## src/rtl/c4_pkg.sv

```systemverilog
`default_nettype none
// =============================================================================
// Module   : c4_pkg
// Purpose  : Shared connect4 board constants, sequencer FSM states and the
//            per-move result record.
// Revision : 1.0 - initial release
// =============================================================================
package c4_pkg;

    localparam int          C4_COLS        = 7;
    localparam int          C4_ROWS        = 6;
    localparam int          C4_CELLS       = C4_COLS * C4_ROWS;
    localparam logic [2:0]  C4_COL_ILLEGAL = 3'd7;
    localparam int          C4_MIDX_W      = $clog2(C4_CELLS);

    typedef enum logic [1:0] {
        S_IDLE    = 2'd0,
        S_ISSUE   = 2'd1,
        S_WAIT_RE = 2'd2,
        S_REPORT  = 2'd3
    } c4_state_t;

    typedef struct packed {
        logic                 player;
        logic [2:0]           col;
        logic [C4_MIDX_W-1:0] move_idx;
        logic                 err;
        logic                 finished;
        logic                 winner;
        logic                 tie;
    } c4_result_t;

endpackage
`default_nettype wire

```

## src/rtl/c4_move_fifo.sv

```systemverilog
`default_nettype none
// =============================================================================
// Module   : c4_move_fifo
// Purpose  : Synchronous show-ahead FIFO with count-based full/empty flags.
// Revision : 1.0 - initial release
// =============================================================================
module c4_move_fifo #(
    parameter int DEPTH = 4,
    parameter int AW    = 2,
    parameter int DW    = 3
) (
    input  logic          clk,
    input  logic          rst_n,
    input  logic          push,
    input  logic [DW-1:0] din,
    input  logic          pop,
    output logic [DW-1:0] dout,
    output logic          full,
    output logic          empty
);

    localparam logic [AW:0] C_FULL_COUNT = (AW+1)'(DEPTH);

    logic [DW-1:0] r_mem [DEPTH];
    logic [AW-1:0] r_wr_ptr;
    logic [AW-1:0] r_rd_ptr;
    logic [AW:0]   r_count;
    logic          w_push;
    logic          w_pop;

    assign w_push = push & ~full;
    assign w_pop  = pop & ~empty;
    assign full   = (r_count == C_FULL_COUNT);
    assign empty  = (r_count == '0);
    assign dout   = r_mem[r_rd_ptr];

    // Pointers wrap naturally because DEPTH is a power of two.
    always_ff @(posedge clk or negedge rst_n) begin
        if (!rst_n) begin
            r_wr_ptr <= '0;
            r_rd_ptr <= '0;
            r_count  <= '0;
        end else begin
            if (w_push) r_wr_ptr <= r_wr_ptr + 1'b1;
            if (w_pop)  r_rd_ptr <= r_rd_ptr + 1'b1;
            case ({w_push, w_pop})
                2'b10:   r_count <= r_count + 1'b1;
                2'b01:   r_count <= r_count - 1'b1;
                default: r_count <= r_count;
            endcase
        end
    end

    always_ff @(posedge clk) begin
        if (w_push) r_mem[r_wr_ptr] <= din;
    end

endmodule
`default_nettype wire

```

## src/rtl/c4_move_sequencer.sv

```systemverilog
`default_nettype none
// =============================================================================
// Module   : c4_move_sequencer
// Purpose  : Buffers column-only moves, assigns alternating player IDs, drives
//            the engine op/re handshakes and emits one result record per move.
//            Optional: define C4_SEQ_STATS_EN to build the st_* game counters.
// Revision : 1.0 - initial release
// =============================================================================
module c4_move_sequencer #(
    parameter int DEPTH = 4,
    parameter int AW    = 2
) (
    input  logic       clk,
    input  logic       rst_n,
    input  logic       mv_valid,
    output logic       mv_ready,
    input  logic [2:0] mv_col,
    input  logic       op_ready,
    output logic       op_valid,
    output logic       op_player_id,
    output logic [2:0] op_col_id,
    output logic       re_ready,
    input  logic       re_valid,
    input  logic       re_err,
    input  logic       re_is_finished,
    input  logic       re_winner,
    input  logic       re_tie,
    input  logic       rs_ready,
    output logic       rs_valid,
    output logic       rs_player,
    output logic [2:0] rs_col,
    output logic [5:0] rs_move_idx,
    output logic       rs_err,
    output logic       rs_finished,
    output logic       rs_winner,
    output logic       rs_tie,
    output logic [7:0] st_games,
    output logic [7:0] st_wins0,
    output logic [7:0] st_wins1,
    output logic [7:0] st_ties
);

    import c4_pkg::*;

    logic                 w_fifo_full;
    logic                 w_fifo_empty;
    logic                 w_pop;
    logic [2:0]           w_head;

    c4_state_t            r_state;
    logic                 r_cur_player;
    logic [C4_MIDX_W-1:0] r_move_idx;
    logic [2:0]           r_col;
    logic                 r_op_valid;
    logic                 r_op_player;
    logic                 r_re_ready;
    logic                 r_rs_valid;
    c4_result_t           r_rs;

    c4_move_fifo #(
        .DEPTH (DEPTH),
        .AW    (AW),
        .DW    (3)
    ) u_fifo (
        .clk   (clk),
        .rst_n (rst_n),
        .push  (mv_valid),
        .din   (mv_col),
        .pop   (w_pop),
        .dout  (w_head),
        .full  (w_fifo_full),
        .empty (w_fifo_empty)
    );

    assign w_pop        = (r_state == S_IDLE) & ~w_fifo_empty;
    assign mv_ready     = ~w_fifo_full;

    assign op_valid     = r_op_valid;
    assign op_player_id = r_op_player;
    assign op_col_id    = r_col;
    assign re_ready     = r_re_ready;

    assign rs_valid     = r_rs_valid;
    assign rs_player    = r_rs.player;
    assign rs_col       = r_rs.col;
    assign rs_move_idx  = r_rs.move_idx;
    assign rs_err       = r_rs.err;
    assign rs_finished  = r_rs.finished;
    assign rs_winner    = r_rs.winner;
    assign rs_tie       = r_rs.tie;

    always_ff @(posedge clk or negedge rst_n) begin
        if (!rst_n) begin
            r_state      <= S_IDLE;
            r_cur_player <= 1'b0;
            r_move_idx   <= '0;
            r_col        <= '0;
            r_op_valid   <= 1'b0;
            r_op_player  <= 1'b0;
            r_re_ready   <= 1'b0;
            r_rs_valid   <= 1'b0;
            r_rs         <= '0;
        end else begin
            case (r_state)
                S_IDLE: begin
                    if (!w_fifo_empty) begin
                        // Issue-time identity is latched here so the record
                        // reflects who moved, whatever happens afterwards.
                        r_col           <= w_head;
                        r_rs.player     <= r_cur_player;
                        r_rs.col        <= w_head;
                        r_rs.move_idx   <= r_move_idx;
                        r_rs.finished   <= 1'b0;
                        r_rs.winner     <= 1'b0;
                        r_rs.tie        <= 1'b0;
                        if (w_head == C4_COL_ILLEGAL) begin
                            r_rs.err    <= 1'b1;
                            r_rs_valid  <= 1'b1;
                            r_state     <= S_REPORT;
                        end else begin
                            r_rs.err    <= 1'b0;
                            r_op_valid  <= 1'b1;
                            r_op_player <= r_cur_player;
                            r_state     <= S_ISSUE;
                        end
                    end
                end
                S_ISSUE: begin
                    if (op_ready) begin
                        r_op_valid <= 1'b0;
                        r_re_ready <= 1'b1;
                        r_state    <= S_WAIT_RE;
                    end
                end
                S_WAIT_RE: begin
                    if (re_valid) begin
                        r_rs.err      <= re_err;
                        r_rs.finished <= re_is_finished;
                        r_rs.winner   <= re_winner;
                        r_rs.tie      <= re_tie;
                        r_re_ready    <= 1'b0;
                        r_rs_valid    <= 1'b1;
                        r_state       <= S_REPORT;
                    end
                end
                S_REPORT: begin
                    if (rs_ready) begin
                        r_rs_valid <= 1'b0;
                        r_state    <= S_IDLE;
                        // A rejected move leaves the turn with the same player.
                        if (r_rs.err) begin
                            r_cur_player <= r_cur_player;
                        end else if (r_rs.finished) begin
                            r_cur_player <= 1'b0;
                            r_move_idx   <= '0;
                        end else begin
                            r_cur_player <= ~r_cur_player;
                            r_move_idx   <= r_move_idx + 1'b1;
                        end
                    end
                end
                default: r_state <= S_IDLE;
            endcase
        end
    end

`ifdef C4_SEQ_STATS_EN
    logic       w_game_end;
    logic [7:0] r_st_games;
    logic [7:0] r_st_wins0;
    logic [7:0] r_st_wins1;
    logic [7:0] r_st_ties;

    assign w_game_end = (r_state == S_REPORT) & rs_ready & ~r_rs.err & r_rs.finished;

    always_ff @(posedge clk or negedge rst_n) begin
        if (!rst_n) begin
            r_st_games <= '0;
            r_st_wins0 <= '0;
            r_st_wins1 <= '0;
            r_st_ties  <= '0;
        end else if (w_game_end) begin
            r_st_games <= r_st_games + 1'b1;
            if (r_rs.tie)         r_st_ties  <= r_st_ties + 1'b1;
            else if (r_rs.winner) r_st_wins1 <= r_st_wins1 + 1'b1;
            else                  r_st_wins0 <= r_st_wins0 + 1'b1;
        end
    end

    assign st_games = r_st_games;
    assign st_wins0 = r_st_wins0;
    assign st_wins1 = r_st_wins1;
    assign st_ties  = r_st_ties;
`else
    assign st_games = '0;
    assign st_wins0 = '0;
    assign st_wins1 = '0;
    assign st_ties  = '0;
`endif

endmodule
`default_nettype wire
```

## config.mk

```make
export PLATFORM = sky130hd
export DESIGN_NAME = c4_move_sequencer
export DESIGN_NICKNAME = d
export VERILOG_FILES = /design/src/rtl/c4_pkg.sv /design/src/rtl/c4_move_fifo.sv /design/src/rtl/c4_move_sequencer.sv
export SDC_FILE = /design/constraint.sdc
export NUM_CORES = 1
export LEC_CHECK = 0
export BUFFER_PORTS_ARGS = -buffer_cell sky130_fd_sc_hd__buf_2
export CORE_MARGIN = 5
export CORE_UTILIZATION = 35
export CTS_CLUSTER_DIAMETER = 40
export DETAILED_ROUTE_END_ITERATION = 8
export PLACE_DENSITY_LB_ADDON = 0.15
export SLEW_MARGIN = 20
export SYNTH_ARGS = -nofsm -noshare
export SYNTH_HDL_FRONTEND = slang
export SYNTH_SLANG_ARGS = --single-unit
```

## constraint.sdc

```tcl
create_clock -name clk -period 5.35 [get_ports clk]
set_clock_uncertainty 0.2 [all_clocks]
set_input_delay 0.2675 -clock clk [delete_from_list [all_inputs] [get_ports clk]]
set_output_delay 0.2675 -clock clk [all_outputs]
set_load 0.01 [all_outputs]
```

# --- Yosys cells after proc, flatten, opt, wreduce, memory -nomap -nowiden ---
# Memory sizes are Yosys's and may differ from the RTL's.
# Index checks and enable logic that the tools add are counted.
classes:
  add_sub_neg: 5
  eq_ne: 13
  mux: 27
  bitwise_logic: 8
  n_reduce_logical: 15
op_table:
  columns: ["operator", "n"]
  rows:
  - ["$mux W1", 13]
  - ["$reduce_and A3 Y1", 4]
  - ["$mux W2", 5]
  - ["$ne A2 B2 Y1 const B", 5]
  - ["$mux W4", 2]
  - ["$pmux W2 S4", 1]
  - ["$pmux W4 S2", 1]
  - ["$reduce_and A4 Y1", 2]
  - ["$reduce_bool A2 Y1", 4]
  - ["$add A6 B1 Y6 const B", 1]
  - ["$eq A2 B2 Y1 const B", 3]
  - ["$eq A3 B3 Y1 const B", 2]
  - ["$mux W6", 1]
  - ["$pmux W3 S2", 1]
  - ["$not A1 Y1", 5]
  - ["$reduce_and A5 Y1", 1]
  - ["$add A2 B1 Y2 const B", 2]
  - ["$eq A2 B1 Y1 const B", 2]
  - ["$pmux W1 S2", 2]
  - ["$add A3 B1 Y3 const B", 1]
  - ["$and A1 B1 Y1", 3]
  - ["$logic_not A3 Y1", 1]
  - ["$pmux W1 S3", 1]
  - ["$reduce_bool A3 Y1", 1]
  - ["other kinds (4)", 4]
totals:
  register_bits: 34
  ram_bits: 12
  input_bits: 13
  memories: 1
mem_list:
  columns: ["memory", "words", "width", "read_ports", "rd_ports_with_merged_regs", "wr", "line", "rtl"]
  rows:
  - ["u_fifo.r_mem", 4, 3, 1, 0, 1, "c4_move_fifo.sv:24", "logic [DW-1:0] r_mem [DEPTH];"]

# --- Depth between registers and ports, before layout ---
depth:
  word_depth: 6
  mapped_depth: 12
  depth_no_buf: 10

# --- Modules after synthesis ---
# A second synthesis with hierarchy kept.
unflattened:
  hier_cells: 210
  area_unflattened_um2: 2448.6
modules_own_cells:
  columns: ["mod", "instances", "cells_per_inst", "area_per_inst_um2", "seq_area_each_um2"]
  rows:
  - ["c4_move_sequencer", 1, 156, 1575.3, 675.6]
  - ["c4_move_fifo", 1, 54, 873.3, 535.5]

# --- Worst setup path after synthesis ---
# No wires, ideal clock.
synth_timing:
  path_kind: "register to register"
  start: "register r_state[0]"
  end: "register u_fifo.r_count[2]"
  setup_ns: 0.079
  arrival_time_ns: 2.412
  t_required_ns: 5.071
  slack_ns: 2.659
  stages_incl_launch_ff: 13
  path_buffers: 2
  path_cell_list: "dfrtp_1 > inv_1 > ha_1 > nand2b_1 > buf_2 > inv_2 > clkbuf_1 > ha_1 > inv_1 > fa_1 > xor2_1 > nor2_1 > xor2_1"
synth_between:
  elab_chain_len: 5
synth_lines:
  columns: ["element", "line", "rtl"]
  rows:
  - ["start, declared", "c4_move_sequencer.sv:50", "c4_state_t r_state;"]
  - ["start signal, assigned", "c4_move_sequencer.sv:94", "r_state <= S_IDLE;"]
  - ["start signal, assigned", "c4_move_sequencer.sv:119", "r_state <= S_REPORT;"]
  - ["start signal, assigned", "c4_move_sequencer.sv:124", "r_state <= S_ISSUE;"]
  - ["$logic_not A2 Y1 *", "c4_move_sequencer.sv:75", "assign w_pop = (r_state == S_IDLE) & ~w_fifo_empty;"]
  - ["$and A1 B1 Y1 *", "c4_move_sequencer.sv:75", null]
  - ["net u_fifo.pop", "c4_move_fifo.sv:16", "input logic pop,"]
  - ["$and A1 B1 Y1 *", "c4_move_fifo.sv:32", "assign w_pop = pop & ~empty;"]
  - ["$eq A2 B1 Y1 or $eq A2 B2 Y1 (tied branches)", "c4_move_fifo.sv:46", "case ({w_push, w_pop})"]
  - ["$pmux W3 S2 or $reduce_bool A2 Y1 (tied branches)", null, null]
  - ["end signal, assigned", "c4_move_fifo.sv:47", "2'b10: r_count <= r_count + 1'b1;"]
  - ["end signal, assigned", "c4_move_fifo.sv:48", "2'b01: r_count <= r_count - 1'b1;"]
  - ["end signal, assigned", "c4_move_fifo.sv:49", "default: r_count <= r_count;"]
  - ["end, declared", "c4_move_fifo.sv:27", "logic [AW:0] r_count;"]
# The timed path passes the listed nets; every way through them passes the cells marked *.
# A chain may end at the register's enable or synchronous reset.

# --- Worst setup path after layout ---
layout_timing:
  start: "register r_state[0]"
  end: "register u_fifo.r_count[2]"
layout_between:
  elab_chain_len: 5
layout_lines:
  columns: ["element", "line"]
  rows:
  - ["$logic_not A2 Y1 *", "c4_move_sequencer.sv:75"]
  - ["$and A1 B1 Y1 *", "c4_move_sequencer.sv:75"]
  - ["$and A1 B1 Y1 *", "c4_move_fifo.sv:32"]
  - ["$eq A2 B1 Y1 or $eq A2 B2 Y1 (tied branches)", "c4_move_fifo.sv:46"]
  - ["$pmux W3 S2 or $reduce_bool A2 Y1 (tied branches)", null]
# Mark *: on every way between the ends. The rest lies on a longest branch, timed or not.

==> qor.csv <==
metric,value,unit
post-synthesis mux area share,7.68,%
Hold Crit Class,primary input to register,
number of synthesized flops with an enable pin,12,
Tot Pwr,1390,µW
Yosys top cell area share,35.5,%
clk slew on worst S/H paths,0.08,ns
largest net degree at the start of global routing,35,
Die W,92.7,µm
post-synth cell types,36,
RSZ-0062 raised after global routing,no,
grt ovf,0,
Hold Fails Final Rpt,0,
Post-synth ARST share,73.9,%
drt pass-1 iters,4,
# DRC,0,
vias in the first global route,1473,
WHS Path Cells,3,
CP Data Arrival Time,2.84,ns
Max Fclk,0.354,GHz
Ports,67,
Leak,0.00128,µW
htree depth,2,
worst skew pair latency,0.29,ns
hold slack,0.0155,ns
via-per-instance ratio,4.45,
# setup viols final,0,
power per cell area,526,mW/mm²
post-route ant nets,0,
Post-CTS Repair Setup Buffers,0,
XOR/XNOR share of the synthesized area,2.20,%
clock root buffer,clkbuf_8,
share of layout cells above drive strength 1,18.5,%
Worst Path Required,5.37,ns
Peak supply drop,141,µV
Crit. End Element,register,
first-pass GRT wire length,7.21,mm
Die Span Y,92.7,µm
Fin Setup TNS,0,ns
Setup CP Type,register to register,
Area Growth Syn to Fin,10.1,%
Non-Filler Instances,340,
post-synthesis area per instance,10.9,µm²
largest family of logic cells by synthesized area,buffers and inverters,
yosys warns,0,
Tcrit/Tclk final,52.8,%
complex-gate fraction of the synthesized area,6.22,%
routed wire length,4.29,mm
final layout net count,285,
placed insts,326,
Tmin final,2.82,ns
most frequent cells in the layout,"34 x buf_2, 34 x dfrtp_1, 32 x conb_1",
max-slew violations,0,
die area,0.00859,mm²
vias post-DR,1513,
global-route usage over all layers,10.5,%
simple-gate share of the synthesized area,11.6,%
Worst-Margin Slew,0.869,ns
DP Wirelength,3.32,mm
area of the core,0.00672,mm²
max cap viols,0,
Clock Sinks,46,
"Seq/Total Area, Yosys",50.6,%
num rows,30,
Area contributors post-synth,"dfrtp_1 36%, edfxtp_1 15%, buf_4 11%",
cell taking the most area after synthesis,dfrtp_1,
largest fanout on the critical path,12,
worst reg2reg path depth,10,
initial antenna violation count,0,
CP startpoint kind,register,
Yosys reg bits,46,
CTS buffer count,5,
antenna cells,0,
status,finished clean,
Initial Utilization,35.6,%
Post-synth top flop,dfrtp_1,
Final GP Congestion,0.757,
TritonCTS clock tree,yes,
Synth Area in Adders,7.11,%
Port Buf Inserts,34,
Synth Cell Area,0.00239,mm²
Clock Tree Buf Depth,2,
Max-slew headroom,41.7,%
Initial DRC Count,48,
Cells after Synth,220,
drt wl/cell,12.6,µm
## final timing paths
kind | start | to | slack, ns
min in group asynchronous | rst_n | rs_valid | 0.38
worst min-delay path | re_is_finished | rs_finished | 0.02
worst min register to register | rs_player | rs_player | 0.28
worst max-delay path | r_state[0] | u_fifo.r_count[2] | 2.53
worst max register to register | r_state[0] | u_fifo.r_count[2] | 2.53
max in group asynchronous | rst_n | rs_move_idx[0] | 4.07
## synth_stat cells (4+ instances only)
cell type / number
nor2_1: 8
xnor2_1: 4
and3_1: 4
mux2i_1: 6
dfrtp_1: 34
edfxtp_1: 12
buf_4: 35
inv_1: 15
o21ai_0: 14
nand3_1: 8
ha_1: 12
nand2_1: 31
## area by class of cell
| class | count | area, µm² |
|---|---|---|
| clock buffer | 6 | 72.6 |
| clock inverter | 2 | 8.76 |
| inverter | 16 | 60.1 |
| fill | 645 | 4080 |
| timing repair buffer | 40 | 230 |
| multi-input combinational | 150 | 952 |
| tap | 80 | 100 |
| sequential | 46 | 1210 |
## registers in the layout, indices dropped and copies added, names as in the netlist
signal,flops
u_fifo.r_mem,12
r_move_idx,6
rs_move_idx,6
rs_col,3
u_fifo.r_count,3
r_state,2
u_fifo.r_rd_ptr,2
u_fifo.r_wr_ptr,2
op_player_id,1
op_valid,1
r_cur_player,1
re_ready,1
rs_err,1
rs_finished,1
rs_player,1
rs_tie,1
rs_valid,1
rs_winner,1
## through the flow
step	setup WS [ns]	util (%)	area (µm²)
after global routing	2.20	39.2	2640
final	2.53	39.2	2640
after detailed placement	2.48	37.1	2490
after global placement	2.55	37.1	2490
after CTS	2.47	39.2	2640
after floorplan	2.66	-	2510
## power by group
group	total [µW]	switching [µW]	internal [µW]	leakage, µW
sequential	590	101	489	0.000533
clock	199	109	89.9	0.0000426
combinational	598	335	264	0.000705
total	1390	544	843	0.00128
## repair_timing
| item | 4_1_cts | 5_1_grt |
|---|---|---|
| endpoints found under the hold margin | 48 | 0 |
| setup endpoints to repair | 0 | 0 |
| gates resized for setup | 0 | 0 |
| hold buffers | 6 | 0 |
## kinds of logic (layout without fill, tap and decap cells)
logic type | after synthesis | in the layout
flip-flops | 46 | 46
buffers and inverters | 55 | 64
AO/OA/AOI/OAI | 25 | 25
multiplexers | 14 | 14
adder cells (fa/ha/maj) | 13 | 13
XOR/XNOR | 6 | 6
AND/OR/NAND/NOR | 60 | 60
other | 1 | 32
## critical path, stage by stage (launching register included)
cell and delay [ns]:
dfrtp_1 0.42, inv_1 0.13, ha_1 0.29, nand2b_1 0.30
inv_2 0.29, ha_1 0.22, inv_1 0.06, fa_1 0.42
xor2_1 0.15, nor2_1 0.11, xor2_1 0.15
## routing by layer
metal,track usage [%],part of all wire (%)
met4,4.88,2.7
met2,16.6,45
met1,13.5,45
met3,2.92,6.7
met5,0,0
Note: power is estimated with default switching activity, not from simulation.
